===== src/rtl/button_conditioner.sv =====
// Conditions raw push-buttons into clean control events for the tile-sort
// game logic: two-flop synchroniser, debounce, press/release edge pulses
// and auto-repeat on held keys. Every button is handled independently.
module button_conditioner #(
  parameter int                N_BTN           = 5,
  parameter int                DEBOUNCE_CYCLES = 1000000,
  parameter int                REPEAT_DELAY    = 25000000,
  parameter int                REPEAT_RATE     = 7500000,
  parameter logic [N_BTN-1:0]  REPEAT_MASK     = 5'b11101
) (
  input  logic             clk,
  input  logic             rst,
  input  logic [N_BTN-1:0] btn_raw,
  output logic [N_BTN-1:0] btn_level,
  output logic [N_BTN-1:0] btn_press,
  output logic [N_BTN-1:0] btn_release,
  output logic [N_BTN-1:0] btn_act
);

  localparam int DB_W    = (DEBOUNCE_CYCLES > 1) ? $clog2(DEBOUNCE_CYCLES) : 1;
  localparam int RPT_MAX = (REPEAT_DELAY > REPEAT_RATE) ? REPEAT_DELAY : REPEAT_RATE;
  localparam int TMR_W   = (RPT_MAX > 1) ? $clog2(RPT_MAX) : 1;

  localparam logic [DB_W-1:0]  DB_LAST    = DB_W'(DEBOUNCE_CYCLES - 1);
  localparam logic [TMR_W-1:0] DELAY_LAST = TMR_W'(REPEAT_DELAY - 1);
  localparam logic [TMR_W-1:0] RATE_LAST  = TMR_W'(REPEAT_RATE - 1);

  typedef enum logic [1:0] {
    ST_IDLE   = 2'd0,
    ST_DELAY  = 2'd1,
    ST_REPEAT = 2'd2
  } rep_state_e;

  // Synchroniser and debounce state
  logic [N_BTN-1:0] sync1_q, sync1_d;
  logic [N_BTN-1:0] sync2_q, sync2_d;
  logic [DB_W-1:0]  cnt_q [N_BTN];
  logic [DB_W-1:0]  cnt_d [N_BTN];

  // Registered outputs
  logic [N_BTN-1:0] level_q, level_d;
  logic [N_BTN-1:0] press_q, press_d;
  logic [N_BTN-1:0] release_q, release_d;
  logic [N_BTN-1:0] act_q, act_d;

  // Auto-repeat FSMs
  rep_state_e       state_q [N_BTN];
  rep_state_e       state_d [N_BTN];
  logic [TMR_W-1:0] timer_q [N_BTN];
  logic [TMR_W-1:0] timer_d [N_BTN];
  logic [N_BTN-1:0] rep_fire;

  // Debounce: the level follows the synchronised input only after it has
  // differed for DEBOUNCE_CYCLES consecutive cycles; edge pulses and the
  // action pulse are derived from the next level so they coincide with it.
  always_comb begin
    // NOTE: every comb output gets a default first, so no path leaves a
    // signal unassigned and no latch is inferred.
    sync1_d = btn_raw;
    sync2_d = sync1_q;
    level_d = level_q;
    for (int i = 0; i < N_BTN; i++) begin
      cnt_d[i] = cnt_q[i];
      if (sync2_q[i] == level_q[i]) begin
        cnt_d[i] = '0;
      end else if (cnt_q[i] == DB_LAST) begin
        level_d[i] = sync2_q[i];
        cnt_d[i]   = '0;
      end else begin
        cnt_d[i] = cnt_q[i] + 1'b1;
      end
    end
    press_d   = level_d & ~level_q;
    release_d = ~level_d & level_q;
    // A repeat that lands on the cycle the level falls is dropped.
    act_d     = press_d | (rep_fire & level_d);
  end

  // Synchroniser, debounce counters and registered outputs
  always_ff @(posedge clk) begin
    // NOTE: sequential state uses non-blocking assignments so every flop
    // samples the pre-edge values regardless of statement order.
    if (rst) begin
      sync1_q   <= '0;
      sync2_q   <= '0;
      level_q   <= '0;
      press_q   <= '0;
      release_q <= '0;
      act_q     <= '0;
      // NOTE: the counter array is cleared explicitly; a stale count would
      // let a post-reset glitch reach the level early.
      for (int i = 0; i < N_BTN; i++) begin
        cnt_q[i] <= '0;
      end
    end else begin
      sync1_q   <= sync1_d;
      sync2_q   <= sync2_d;
      level_q   <= level_d;
      press_q   <= press_d;
      release_q <= release_d;
      act_q     <= act_d;
      for (int i = 0; i < N_BTN; i++) begin
        cnt_q[i] <= cnt_d[i];
      end
    end
  end

  // Repeat FSM state register
  always_ff @(posedge clk) begin
    if (rst) begin
      for (int i = 0; i < N_BTN; i++) begin
        state_q[i] <= ST_IDLE;
        timer_q[i] <= '0;
      end
    end else begin
      for (int i = 0; i < N_BTN; i++) begin
        state_q[i] <= state_d[i];
        timer_q[i] <= timer_d[i];
      end
    end
  end

  // Repeat FSM next state: the timer starts on the press and restarts after
  // each repeat; a release (or a masked button) always returns to idle.
  always_comb begin
    for (int i = 0; i < N_BTN; i++) begin
      state_d[i] = state_q[i];
      timer_d[i] = timer_q[i];
      if (!REPEAT_MASK[i] || release_d[i]) begin
        state_d[i] = ST_IDLE;
        timer_d[i] = '0;
      end else begin
        case (state_q[i])
          ST_IDLE: begin
            if (press_d[i]) begin
              state_d[i] = ST_DELAY;
              timer_d[i] = '0;
            end
          end
          ST_DELAY: begin
            if (timer_q[i] == DELAY_LAST) begin
              state_d[i] = ST_REPEAT;
              timer_d[i] = '0;
            end else begin
              timer_d[i] = timer_q[i] + 1'b1;
            end
          end
          ST_REPEAT: begin
            if (timer_q[i] == RATE_LAST) begin
              timer_d[i] = '0;
            end else begin
              timer_d[i] = timer_q[i] + 1'b1;
            end
          end
          default: begin
            state_d[i] = ST_IDLE;
            timer_d[i] = '0;
          end
        endcase
      end
    end
  end

  // Repeat FSM output: a repeat is due when the active interval expires
  always_comb begin
    rep_fire = '0;
    for (int i = 0; i < N_BTN; i++) begin
      rep_fire[i] = ((state_q[i] == ST_DELAY)  && (timer_q[i] == DELAY_LAST)) ||
                    ((state_q[i] == ST_REPEAT) && (timer_q[i] == RATE_LAST));
    end
  end

  assign btn_level   = level_q;
  assign btn_press   = press_q;
  assign btn_release = release_q;
  assign btn_act     = act_q;

endmodule

===== config.mk =====
export PLATFORM = sky130hd
export DESIGN_NAME = button_conditioner
export DESIGN_NICKNAME = d
export VERILOG_FILES = /design/src/rtl/button_conditioner.sv
export SDC_FILE = /design/constraint.sdc
export NUM_CORES = 1
export LEC_CHECK = 0
export BUFFER_PORTS_ARGS = -buffer_cell sky130_fd_sc_hd__buf_2
export CORE_ASPECT_RATIO = 0.9
export CORE_MARGIN = 2
export CORE_UTILIZATION = 39
export DETAILED_ROUTE_END_ITERATION = 8
export PLACE_DENSITY_LB_ADDON = 0.1
export SYNTH_ARGS = -nofsm -noshare
export SYNTH_HDL_FRONTEND = slang
export SYNTH_SLANG_ARGS = --single-unit
export TNS_END_PERCENT = 50

===== constraint.sdc =====
create_clock -name clk -period 5.1 [get_ports clk]
set_clock_uncertainty 0.1 [all_clocks]
set_input_delay 0.51 -clock clk [delete_from_list [all_inputs] [get_ports clk]]
set_output_delay 0.51 -clock clk [all_outputs]
set_load 0.02 [all_outputs]

==> out/qor.log <==
INFO  status         outcome=completed
INFO  pwr            p_sw=0.848mW
INFO  worst_setup_path timing.critical_path.arrival=3470ps
INFO  placed_design  port_buffers=26
INFO  sta            timing.final.max_slew_violations=0
INFO  synth          synth.area.mux_share=0.708%
INFO  worst_setup_path required=5380ps
INFO  sta            worst_slew_margin_rel=20.9%
INFO  pwr            power.clock.fraction=49.7%
INFO  global_route   global_route_wire_length_before_repair=45,900um
INFO  pwr            peakVddDrop=0.272mV
INFO  die            die-area=31,300um2
INFO  die            core_area=29,700um2
INFO  routing        route.vias.total=9,908
INFO  clocking       cts_setup_buffers=0
INFO  synth          synth_compound_area_share=15.2%
INFO  die            standard_cell_row_count=60
INFO  worst_setup_path worst_r2r_endpoint=timer_q[0][82]
INFO  worst_setup_path critPathCaptureType=flip-flop
INFO  sta            final_sum_of_negative_setup_slack=0ps
INFO  global_route   grt_start_max_net_pins=24
INFO  sta            fmax=0.314GHz
INFO  synth          synthesis.nets=1,427
INFO  pwr            sw_frac_of_total=21.8%
INFO  sta            worst_slew_pin_slew=1180ps
INFO  sta            hold_violations=0
INFO  clocking       cts_tree=done
INFO  global_route   globalRouteTotalUtil=17.5%
INFO  clocking       worst_skew_pair.late_latency=540ps
INFO  pwr            comb_power_share=2.4%
INFO  die            die_h=168um
INFO  worst_hold_path timing.hold.worst_path_depth=2
INFO  die            die_w=186um
INFO  global_route   via_count_of_the_first_global_routing_pass=9,069
INFO  routing        firstDrtPassIters=4
INFO  synth          mapped_area=11,700um2
INFO  worst_setup_path critPathMaxFanout=20
INFO  synth          synth_top_cell_by_area=dfxtp_1
INFO  clocking       cts-buffers-inserted=28
INFO  sta            setup_viol=0
INFO  routing        drt_first_iter_violations=643
INFO  layout         post_route_cells_drive_above_1_share=7.57%
INFO  worst_setup_path timing.rr.start=timer_q[0][75]
INFO  worst_hold_path timing.hold.worst_endpoint=sync1_q[2]
INFO  synth          post_synth_and_or_nand_nor_area_fraction=31.0%
INFO  routing        drt.antenna.violating_nets=0
INFO  pwr            power.internal=3.04mW
INFO  worst_setup_path regToRegSetupSlack=1910ps
INFO  pwr            seqPwrFrac=47.9%
INFO  sta            grt_setup_unrepaired=no
INFO  synth          post_synth.cell_area_avg=8.36um2
INFO  synth          synth_enable_flop_cells=0
INFO  synth          netlist_instances=1,395
INFO  routing        drc_errors=0
INFO  die            boundaryPins=27
INFO  synth          sequential_to_total_area_share_from_yosys_stat=40.7%
INFO  routing        vias_per_cell=5.38
INFO  clocking       cts_hold_buf=0
INFO  routing        totalWireLength=26,800um
INFO  layout         syn_to_final_growth=12.3%
INFO  layout         num-nets-final=1,450
INFO  clocking       cts.clk_slew.worst_paths=60ps
INFO  run            max_cap_viol_count=0
INFO  clocking       ctsResizeCount=0
INFO  worst_setup_path type_of_the_worst_setup_path=reg2reg
INFO  worst_setup_path reg2reg_depth=8
INFO  synth          synth.top_cells.by_area=dfxtp_1, nand3_1, nor2_1
INFO  layout         layout.core_utilization=44.1%
INFO  die            initial_core_util=39.3%
INFO  synth          post-synth-top-area-fraction=40.7%
INFO  global_route   globalRouteOverflowTotal=0
INFO  synth          synth_top_family_by_area=simple AND/OR/NAND/NOR gates
INFO  clocking       cts_num_sinks=237
INFO  global_route   number_of_antenna_violations_at_the_first_check_in_global_routing=0
INFO  synth          synth.ff_latch_count=237
INFO  clocking       clock_tree.buffer_depth=3
INFO  worst_hold_path hp-class=in2reg
INFO  layout         layout_common_cells=dfxtp_1, nor2_1, nand2_1
INFO  synth          post_synthesis_share_of_cell_area_spent_on_xor_and_xnor_gates=6.39%
INFO  worst_setup_path startpoint_type=flip-flop
INFO  sta            final_period_minus_worst_setup_slack=3190ps
INFO  synth          synthesis.yosys.warnings=0
INFO  synth          synth_adder_area_share=2.68%
INFO  synth          postSynth.topFlopCell=dfxtp_1
INFO  synth          async_reset_ff_share=0%
INFO  layout         n_antenna_cell=0
INFO  layout         fillers=2,996
INFO  placed_design  gp_congestion=0.856
INFO  synth          post_synth_num_cell_types=75
INFO  pwr            power_density=297nW/um2
INFO  routing        wire_per_inst=14.5um
INFO  clocking       cts_root_buffer=clkbuf_16
INFO  clocking       clock_tree.htree_level_count=1
INFO  worst_hold_path holdCritStartpoint=btn_raw[2]
INFO  placed_design  hpwlAfterDp=18,400um
INFO  pwr            p_leak=4.19nW
INFO  layout         layout.cells.most_common=dfxtp_1
INFO  sta            final.period_utilization=62.5%
-- synth_stat cells, types with 5 or more instances --
master / count
a211o_1: 5
a21oi_1: 43
a22oi_1: 10
a31oi_1: 23
and2_1: 14
and3_1: 41
and4_1: 11
buf_2: 5
clkbuf_1: 33
dfxtp_1: 237
ha_1: 25
inv_1: 56
mux2i_1: 6
nand2_1: 138
nand2b_1: 12
nand3_1: 116
nand4_1: 46
nand4b_1: 6
nor2_1: 150
nor2b_1: 18
nor3_1: 44
nor3b_1: 6
nor4_1: 19
nor4b_1: 8
nor4bb_1: 6
o21a_1: 7
o21ai_0: 33
o21ai_1: 5
o2bb2a_1: 9
o311ai_0: 10
o311ai_1: 14
o31ai_1: 30
or2_2: 8
or3_1: 30
or4_1: 13
xnor2_1: 48
xor2_1: 37
-- worst max path at each step --
stage                     slack, ps               to       startpoint
after floorplan                2480  timer_q[0][114]  timer_q[0][105]
after global placement         1960   timer_q[0][82]   timer_q[0][75]
after detailed placement       1920   timer_q[0][81]   timer_q[0][75]
after CTS                      1920   timer_q[0][81]   timer_q[0][75]
after global routing           1590   timer_q[0][81]   timer_q[0][75]
final                          1910   timer_q[0][82]   timer_q[0][75]
-- metal layers --
metal | GRT usage, % | vias to the layer above | share of wire [%]
li1 | - | 5151 | -
met2 | 26.7 | 131 | 43
met3 | 2.75 | 31 | 3.5
met4 | 3.87 | 0 | 1.7
met5 | 0 | - | 0
met1 | 25.7 | 4595 | 52
-- critical path, stage by stage (launching register included) --
cell and delay, ps:
dfxtp_1 390, ha_1 230, nand3_1 130, or4_1 520
o311ai_1 490, a21oi_1 140, buf_4 240, nand2_1 590
o311ai_0 220
-- metrics by stage --
step           cell area (um2)  total power, mW  instances  worst slack [ps]  hold WS (ps)
2_1_floorplan            11700             1.97       1395              2480           314
3_3_place_gp             12200             2.00       1791              1960           324
3_5_place_dp             12200             2.00       1791              1920           325
4_1_cts                  13100             3.96       1842              1920          51.0
5_1_grt                  13100             4.05       1842              1590          75.5
6_report                 13100             3.89       1842              1910          84.0
-- registers in the layout, summed over array words and instances (netlist names) --
name         flops
btn_level        5
btn_release      5
state_q          8
btn_press        5
btn_act          4
timer_q        100
sync1_q          5
sync2_q          5
cnt_q          100
-- kinds of logic after synthesis --
group / count (synthesis)
fa+ha+maj: 25
compound gates: 242
simple gates: 700
mux: 8
flops: 237
buf+inv: 98
xor+xnor: 85
-- power groups by stage --
stage / registers, mW / clock network [mW] / logic (mW)
6_report: 1.86 / 1.93 / 0.0938
4_1_cts: 1.86 / 2.00 / 0.0944
5_1_grt: 1.86 / 2.08 / 0.105
2_1_floorplan: 1.90 / 0 / 0.0672
3_3_place_gp: 1.90 / 0 / 0.0937
3_5_place_dp: 1.90 / 0 / 0.0940
-- area by class of cell --
class / instances / area, um2 / share of cell area, %
clock buffer: 40 / 817 / 6.24
timing repair buffer: 35 / 198 / 1.51
multi-input combinational: 1060 / 6530 / 49.9
tap: 403 / 504 / 3.85
clock inverter: 11 / 80.1 / 0.612
sequential: 237 / 4740 / 36.3
inverter: 56 / 210 / 1.61
No activity file was read; power rests on OpenSTA's default activity.
